## src/rtl/alu_exec_unit.sv

```systemverilog
// Execute-stage ALU: ADD/XOR/OR/AND in 1 cycle, shifts iterate 1 bit/cycle (shamt+1 cycles to out_valid).
// Backpressure: accepts only in IDLE and holds result/out_valid in DONE until out_ready; flush kills the op.
module alu_exec_unit #(
  parameter int XLEN    = 32,
  parameter int SHAMT_W = 5
) (
  input  logic            clk,
  input  logic            rst,
  input  logic            in_valid,
  output logic            in_ready,
  input  logic [2:0]      alu_ctrl,
  input  logic            arith,
  input  logic [XLEN-1:0] op_a,
  input  logic [XLEN-1:0] op_b,
  input  logic            flush,
  output logic            out_valid,
  input  logic            out_ready,
  output logic [XLEN-1:0] result,
  output logic            busy
);

  typedef enum logic [1:0] {
    IDLE  = 2'd0,
    SHIFT = 2'd1,
    DONE  = 2'd2
  } state_t;

  typedef struct packed {
    logic left;
    logic arith;
  } shop_t;

  state_t               state, state_nxt;
  shop_t                shop, shop_nxt;
  logic [XLEN-1:0]      result_nxt;
  logic [XLEN-1:0]      acc, acc_nxt;
  logic [SHAMT_W-1:0]   cnt, cnt_nxt;

  logic                 is_shift;
  logic [SHAMT_W-1:0]   shamt;
  logic [XLEN-1:0]      alu_res;
  logic [XLEN-1:0]      acc_shifted;

  assign is_shift  = (alu_ctrl[2:1] == 2'b10);
  assign shamt     = op_b[SHAMT_W-1:0];
  assign in_ready  = (state == IDLE);
  assign out_valid = (state == DONE);
  assign busy      = (state != IDLE);

  // 11x falls back to ADD; shift codes never use this path.
  always_comb begin
    alu_res = op_a + op_b;
    case (alu_ctrl)
      3'b001:  alu_res = op_a ^ op_b;
      3'b010:  alu_res = op_a | op_b;
      3'b011:  alu_res = op_a & op_b;
      default: alu_res = op_a + op_b;
    endcase
  end

  always_comb begin
    if (shop.left)
      acc_shifted = {acc[XLEN-2:0], 1'b0};
    else
      acc_shifted = {shop.arith & acc[XLEN-1], acc[XLEN-1:1]};
  end

  always_comb begin
    state_nxt  = state;
    shop_nxt   = shop;
    result_nxt = result;
    acc_nxt    = acc;
    cnt_nxt    = cnt;
    case (state)
      IDLE: begin
        if (in_valid && !flush) begin
          shop_nxt = '{left: ~alu_ctrl[0], arith: arith};
          if (!is_shift) begin
            result_nxt = alu_res;
            state_nxt  = DONE;
          end else if (shamt == '0) begin
            result_nxt = op_a;
            state_nxt  = DONE;
          end else begin
            acc_nxt   = op_a;
            cnt_nxt   = shamt;
            state_nxt = SHIFT;
          end
        end
      end
      SHIFT: begin
        if (flush) begin
          state_nxt = IDLE;
        end else begin
          acc_nxt = acc_shifted;
          cnt_nxt = cnt - SHAMT_W'(1);
          if (cnt == SHAMT_W'(1)) begin
            result_nxt = acc_shifted;
            state_nxt  = DONE;
          end
        end
      end
      DONE: begin
        // flush wins over out_ready, but both simply drop back to IDLE
        if (flush || out_ready)
          state_nxt = IDLE;
      end
      default: state_nxt = IDLE;
    endcase
  end

  always_ff @(posedge clk or posedge rst) begin
    if (rst)
      state <= IDLE;
    else
      state <= state_nxt;
  end

  always_ff @(posedge clk or posedge rst) begin
    if (rst) begin
      shop   <= '0;
      result <= '0;
      acc    <= '0;
      cnt    <= '0;
    end else begin
      shop   <= shop_nxt;
      result <= result_nxt;
      acc    <= acc_nxt;
      cnt    <= cnt_nxt;
    end
  end

endmodule

```

## config.mk

```make
export PLATFORM = sky130hd
export DESIGN_NAME = alu_exec_unit
export DESIGN_NICKNAME = d
export VERILOG_FILES = /design/src/rtl/alu_exec_unit.sv
export SDC_FILE = /design/constraint.sdc
export NUM_CORES = 1
export LEC_CHECK = 0
export ABC_AREA = 1
export CAP_MARGIN = 20
export CORE_MARGIN = 3
export CORE_UTILIZATION = 35
export DETAILED_ROUTE_END_ITERATION = 8
export DONT_BUFFER_PORTS = 1
export HOLD_SLACK_MARGIN = 0.1
export PLACE_DENSITY = 0.47
export SLEW_MARGIN = 5
export SYNTH_ARGS = -nofsm -noshare
export SYNTH_HDL_FRONTEND = slang
export SYNTH_SLANG_ARGS = --single-unit
```

## constraint.sdc

```tcl
create_clock -name clk -period 2.92 [get_ports clk]
set_input_delay 0.73 -clock clk [delete_from_list [all_inputs] [get_ports clk]]
set_output_delay 0.73 -clock clk [all_outputs]
set_load 0.05 [all_outputs]
```

======== Word level (Yosys, flattened, before mapping) ========
Index checks and enable logic that the tools add are counted.
operators by class
  add/subtract/negate cells ............... 2
  equal/unequal tests ..................... 15
  muxes and demuxes ....................... 25
  bitwise gates (word level) .............. 5
  reductions and logical operators ........ 11
operators with widths
  operator                                               number
  2-to-1 mux 32 bit                                      10
  one-hot mux 32 bit (2 select lines)                    2
  one-hot mux 32 bit (3 select lines)                    1
  adder 32 bit                                           1
  AND 32 bit                                             1
  OR 32 bit                                              1
  XOR 32 bit                                             1
  2-to-1 mux 5 bit                                       4
  2-to-1 mux 2 bit                                       6
  one-hot mux 5 bit (2 select lines)                     1
  AND reduction 5 bit                                    2
  equality test 3 x 2 -> 1 bit, second input constant    2
  inequality test 2 x 1 -> 1 bit, second input constant  3
  inequality test 2 bit, second input constant           3
  one-hot mux 2 bit (3 select lines)                     1
  equality test 5 x 1 -> 1 bit, second input constant    1
  zero test 5 bit                                        1
  subtractor 5 x 1 -> 5 bit, second input constant       1
  equality test 2 bit, second input constant             2
  nonzero test 2 bit                                     2
  equality test 3 x 1 -> 1 bit, second input constant    1
  inequality test 3 x 2 -> 1 bit, second input constant  1
  inequality test 3 bit, second input constant           1
  AND reduction 3 bit                                    1
  other kinds (8)                                        8
word-level totals
  register bits after elaboration ......... 73
  bits of input ports ..................... 73
  output and inout bits ................... 35
  word-level logic and storage cells ...... 64

======== Logic depth before layout (Yosys ltp) ========
Gate-level depths: netlist of run 1.
  word-level depth ........................ 5
  depth in mapped cells ................... 16
  gate-level depth less buffers ........... 15

======== Least setup slack after synthesis of run 1 ========
OpenSTA, ideal clock, no wires.
  path kind ............................... reg2out
  from .................................... reg state[0]
  to ...................................... out busy
  arrival time ............................ 1.717 ns
  required time ........................... 2.190 ns
  path slack .............................. 0.473 ns
  stages on the path, launching flop included .. 3
  buffers on the path ..................... 0
  path through ............................ dfrtp_1 -> nor2_1 -> inv_1
between the ends
  cells in the longest elaborated chain, start to end .. 1
RTL lines
  what                    RTL line  source
  start, declared         33        state_t state, state_nxt;
  start signal, assigned  116       state <= state_nxt;
  nonzero test 2 bit      48        assign busy = (state != IDLE);
  end, declared           19        output logic busy
Every way passes these cells.

======== Final worst setup path of run 1 ========
  from .................................... in op_a[0]
  to ...................................... reg result[28]
between the ends
  cells in the longest elaborated chain, start to end .. 5
RTL lines
  what                                 RTL line  source
  start, declared                      13        input logic [XLEN-1:0] op_a,
  adder 32 bit                         57        default: alu_res = op_a + op_b;
  one-hot mux 32 bit (3 select lines)  53        case (alu_ctrl)
  2-to-1 mux 32 bit                    78        if (!is_shift) begin
  2-to-1 mux 32 bit                    76        if (in_valid && !flush) begin
  one-hot mux 32 bit (2 select lines)  74        case (state)
  end signal, assigned                 127       result <= result_nxt;
  end, declared                        18        output logic [XLEN-1:0] result,
Every way passes these cells. The select of a mux whose other input is x is not followed.
A chain may end at the register's enable or synchronous reset.

==> impl_metrics.toml, run 1 <==
[clock_network]
clkSinkCount = 73
clk_pin_slew_ns = 0.06
cts_setup_buffers = 0
htree_levels = 3
cts_hold_buf = 0
clk_latency_ns = 0.33
cts_made_buffers = 9
cts-resized-gates = 0
cts_tree = "yes"
root_buffer = "clkbuf_16"
clockBufferDepth = 2

[synthesis]
synth_top_family_by_area = "simple AND/OR/NAND/NOR gates"
synth_seq_area_share = 0.238
avgSynthCellArea_um2 = 5.99
synth_area_um2 = 7660
muxShareOfSynthArea = 0.00147
ys_warn_count = 0
synthSimpleGateAreaFrac = 0.310
yosys.area_share.adder = 0.110
synth_nets = 1420
synthCells = 1280
synth_compound_area_frac = 0.190
synth_cell_types = 34
ys_seq_elements = 73
synth-xor-area-share = 0.0114

[outcome]
status = "finished, final reports clean"

[grt]
grt_antenna_before_repair = 0
overflow = 0
grt_first_pass_wirelength_mm = 44.0
grt_usage = 0.236
grt_start_max_net_pins = 54
grt_pass1_vias = 7780

[critical_path]
path_max_fanout = 5
crit_arrival_ns = 2.68
startpoint_type = "primary input"
worst-setup-path-type = "in2reg"
r2r-start = "state[0]"
critPathCaptureType = "register"
required_ns = 3.18
crit_start = "op_a[0]"

[finish]
drive_gt1_frac = 0.0485
nNetsFinal = 1415
antenna_cells = 0
n_fill_cell = 2395
syn2layout_area_growth_pct = 9.00

[place]
place_congestion = 0.901
port-buffer-count = 0
hpwl_mm = 22.3

[hold_path]
hold_path_class = "in2async"

[sta]
worstMarginPinSlew_ns = 0.589
fin_crit_sh = 0.829
drv_slew = 0
period_needed_ns = 2.42
fin_skew_ns = 0.00305
finalSetupViolCount = 0
hold_viol_final = 0
hold_slack_ns = 0.322
max_slew_margin = 0.607
max_freq_mhz = 413
tns_ns = 0
rsz0062_at_grt = "false"

[power]
ir_worst_vdd_mv = 0.446
finalPower_uw = 6720
power_density_nw_per_um2 = 804
p_leak_uw = 0.00457

[detailed_routing]
drtPass1Iterations = 5
num_vias = 7848
antenna_left = 0
wirelength_mm = 28.1
wl_per_cell_um = 18.1
dr.first_iter.drc_count = 493
route.detailed.drc = 0
routed_via_density = 5.05

[die]
die_x_um = 154
start_util = 0.360
fp-row-count = 53
pin_count = 108
coreArea_um2 = 21300
die_y_um = 154
dieArea_um2 = 23700

[flow_run]
maxCapViolCount = 0
==> routing by layer <==
metal | routed length [µm] | GRT usage | part of all wire | vias up
li1 | - | - | - | 4053
met1 | 11900 | 0.292 | 0.42 | 3524
met2 | 13300 | 0.400 | 0.47 | 225
met3 | 1970 | 0.0616 | 0.070 | 46
met4 | 926 | 0.0736 | 0.033 | 0
met5 | 0 | 0 | 0 | -
==> cell usage after synthesis, drive strengths merged <==
cell type / n / area (µm²)
a211oi: 15 / 113
nand4: 9 / 56.3
o21bai: 3 / 22.5
nand2: 380 / 1430
nor3: 6 / 30.0
ha: 66 / 826
inv: 224 / 841
fa: 1 / 20.0
clkbuf: 26 / 98.8
and2: 5 / 31.3
nor2: 121 / 464
nand3: 69 / 350
o22ai: 27 / 169
xor2: 9 / 78.8
o21ai: 77 / 385
mux2: 1 / 11.3
a21oi: 121 / 609
o2111ai: 1 / 8.76
a31oi: 11 / 68.8
nand3b: 1 / 7.51
o211ai: 11 / 82.6
dfrtp: 73 / 1830
buf: 22 / 118
xnor2: 1 / 8.76
==> layout by cell type, fill, tap and decap left out, types with 9 or more instances in the layout <==
master | Yosys | final
a211oi_1 | 15 | 15
a21oi_1 | 120 | 120
a31oi_1 | 11 | 11
buf_4 | 0 | 29
clkbuf_16 | 0 | 9
dfrtp_1 | 73 | 73
ha_1 | 66 | 66
inv_1 | 219 | 217
nand2_1 | 377 | 377
nand3_1 | 68 | 68
nand4_1 | 9 | 9
nor2_1 | 119 | 117
o211ai_1 | 11 | 11
o21ai_0 | 76 | 76
o22ai_1 | 27 | 27
xor2_1 | 9 | 9
==> cell type report <==
| cell class | instances | area, µm² | share of cell area |
|---|---|---|---|
| clock inverters | 4 | 45.0 | 0.00539 |
| flip-flops and latches | 73 | 1830 | 0.219 |
| multi-input cells | 935 | 4780 | 0.573 |
| clock buffers | 11 | 233 | 0.0279 |
| well taps | 275 | 344 | 0.0412 |
| repair buffers | 32 | 278 | 0.0333 |
| inverters | 224 | 842 | 0.101 |
==> sequential cells by signal, indices dropped and copies added (netlist names) <==
register and cells:
cnt 5, result 32, state 2, acc 32, shop 2
==> logic make-up after synthesis <==
group | count (synthesis)
AO/OA/AOI/OAI | 266
XOR/XNOR | 10
adder cells (fa/ha/maj) | 67
buffers and inverters | 272
flip-flops | 73
multiplexers | 1
AND/OR/NAND/NOR | 591
==> power by group <==
| part | switching (µW) | internal [µW] | total [µW] |
|---|---|---|---|
| sequential | 1170 | 1490 | 2660 |
| clock | 413 | 653 | 1070 |
| combinational | 1980 | 1010 | 2990 |
| total | 3560 | 3150 | 6720 |
==> critical path, stage by stage <==
cell	delay, ns
ha_1	0.26
fa_1	0.48
nand3_1	0.12
nand3_1	0.20
nand3_1	0.13
nand3_1	0.13
nand2_1	0.17
nand2_1	0.07
nand2_1	0.06
nand3_1	0.06
nand2_1	0.09
nand2_1	0.06
a21oi_1	0.12
==> per-stage QoR <==
step | util | cells | worst slack [ns] | cell area [µm²]
final | 0.392 | 1554 | 0.498 | 8350
after global routing | 0.392 | 1554 | 0.286 | 8350
after CTS | 0.392 | 1554 | 0.516 | 8350
after detailed placement | 0.379 | 1539 | 0.167 | 8070
after global placement | 0.379 | 1539 | 0.203 | 8070
after floorplan | - | 1280 | 0.337 | 7660
==> path summary, 6_finish.rpt <==
check                      depth (start not counted)  slack [ns]          to
max                                               13        0.50  result[28]
min                                                1        0.32      cnt[1]
max reg2reg                                        9        0.74      acc[6]
min reg2reg                                        2        0.49     acc[31]
max in group asynchronous                          2        1.95  result[31]
min in group clk                                   2        0.49     acc[31]
Note: power is estimated with default switching activity, not from simulation.
==> inputs of run 2 (changes only) <==
--- a/config.mk
+++ b/config.mk
@@ -12,7 +12,7 @@
 export DETAILED_ROUTE_END_ITERATION = 8
 export DONT_BUFFER_PORTS = 1
 export HOLD_SLACK_MARGIN = 0.1
-export PLACE_DENSITY = 0.47
+export PLACE_DENSITY = 0.49
 export SLEW_MARGIN = 5
 export SYNTH_ARGS = -nofsm -noshare
 export SYNTH_HDL_FRONTEND = slang
==> constraint.sdc (replaced) <==
create_clock -name clk -period 2 [get_ports clk]
set_input_delay 0.5 -clock clk [delete_from_list [all_inputs] [get_ports clk]]
set_output_delay 0.5 -clock clk [all_outputs]
set_load 0.05 [all_outputs]
==> run 2 against run 1 <==
Net effect:
- critical path depth shrank 9
- final cell count up 6.0%
- sequential share of layout area decreased by 2.6 points
- first-iteration DRC count down 2.4%
- clock-buffer cell count grew 1
- highest routed layer unchanged
==> impl_metrics.toml, run 2 (same netlist as run 1, synthesis figures left out) <==
[outcome]
status = "finished, final reports clean"

[power]
ir_worst_vdd_mv = 0.785
p_seq_frac = 0.363
p_int_uw = 5380
p_switching_uw = 5330
pwr-share-clk = 0.184
p_comb_frac = 0.453
power_density_nw_per_um2 = 1130
swShare = 0.498
p_leak_uw = 0.00510

[sta]
final.setup.worst_slack_ns = 0.0743
fin_skew_ns = 0.0110
worstMarginPinSlew_ns = 0.633
hold_viol_final = 0
rsz0062_at_grt = "true"
max_freq_mhz = 519
max_slew_margin = 0.578
drv_slew = 0
fin_crit_sh = 0.963
finalSetupViolCount = 0
period_needed_ns = 1.93

[critical_path]
required_ns = 1.50
worst-setup-path-type = "reg2out"
crit_arrival_ns = 1.43
path_max_fanout = 5
startpoint_type = "register"
critPathCaptureType = "primary output"

[grt]
overflow = 0
grt_start_max_net_pins = 57
grt_usage = 0.236
grt_antenna_before_repair = 0
grt_pass1_vias = 7987
grt_first_pass_wirelength_mm = 44.2

[die]
dieArea_um2 = 23700
pin_count = 108
coreArea_um2 = 21300
die_x_um = 154
die_y_um = 154
start_util = 0.360
fp-row-count = 53

[place]
hpwl_mm = 22.8
port-buffer-count = 0
place_congestion = 0.916
dpl_worst_slack_ns = -0.397

[finish]
drive_gt1_frac = 0.162
nNetsFinal = 1507
antenna_cells = 0
final_cell_mix = "nand2_1 (360), inv_1 (214), a21oi_1 (114), buf_4 (114), nor2_1 (102)"
reg_top3 = "acc x32, result x32, cnt x5"
utilization = 0.446
final_common_cell = "nand2_1"
n_fill_cell = 2294
syn2layout_area_growth_pct = 23.9

[hold_path]
hold_path_class = "in2async"

[clock_network]
clk_latency_ns = 0.34
htree_levels = 3
root_buffer = "clkbuf_16"
cts_made_buffers = 9
cts_tree = "yes"
clkSinkCount = 73
clk_pin_slew_ns = 0.06
clockBufferDepth = 2
cts_setup_buffers = 0

[detailed_routing]
drtPass1Iterations = 4
dr.first_iter.drc_count = 481
wl_per_cell_um = 17.3
routed_via_density = 5.04
antenna_left = 0
route.detailed.drc = 0
wirelength_mm = 28.6
num_vias = 8296

[flow_run]
maxCapViolCount = 0
==> run 2: final timing paths <==
check,start,endpoint,slack (ns),cells after the start
worst min-delay path,rst,acc[0],0.14,2
worst max-delay path,state[0],busy,0.07,4
min in group clk,alu_ctrl[0],shop[1],0.28,1
worst min register to register,acc[31],acc[31],0.50,2
worst max register to register,state[0],cnt[1],0.26,7
max in group asynchronous,rst,acc[29],1.33,2
==> run 2: worst max-delay path, stage by stage (launching register included) <==
cell	delay [ns]
dfrtp_1	0.43
nor2_2	0.22
buf_6	0.20
inv_1	0.06
buf_4	0.18
==> run 2: cell type report <==
type	count	area [µm²]	area share
multi-input cells	935	5070	0.534
well taps	275	344	0.0362
clock buffers	12	267	0.0281
flip-flops and latches	73	1830	0.192
repair buffers	124	1050	0.110
clock inverters	4	97.6	0.0103
inverters	224	845	0.0889
==> run 2: metal layers <==
metal | global-route usage | vias up | wire, µm
li1 | - | 4246 | -
met1 | 0.290 | 3795 | 12000
met2 | 0.404 | 208 | 13700
met3 | 0.0698 | 47 | 2020
met4 | 0.0601 | 0 | 773
met5 | 0 | - | 0
==> run 2: power groups by stage <==
| stage | Combinational, µW | Clock [µW] | Sequential [µW] |
|---|---|---|---|
| after floorplan | 3330 | 0 | 3700 |
| after detailed placement | 4790 | 0 | 3920 |
| after global routing | 5520 | 2060 | 3990 |
| after CTS | 4820 | 2000 | 3900 |
| final | 4850 | 1970 | 3890 |
| after global placement | 4760 | 0 | 3920 |
==> run 2: repair_timing <==
item	4_1_cts	5_1_grt
endpoints found under the setup margin	8	24
pin swaps	0	5
endpoints found under the hold margin	0	0
hold buffers	0	0
resized for setup	7	59
==> run 2: metrics by stage <==
step	setup TNS [ns]	hold slack, ns	area [µm²]	total power [µW]	instances
after floorplan	0	0.453	7690	7020	1280
after global placement	-7.48	0.476	8870	8690	1631
after detailed placement	-7.50	0.498	8870	8700	1631
after CTS	0	0.141	9260	10700	1647
after global routing	-0.0763	0.161	9500	11600	1647
final	0	0.140	9500	10700	1647
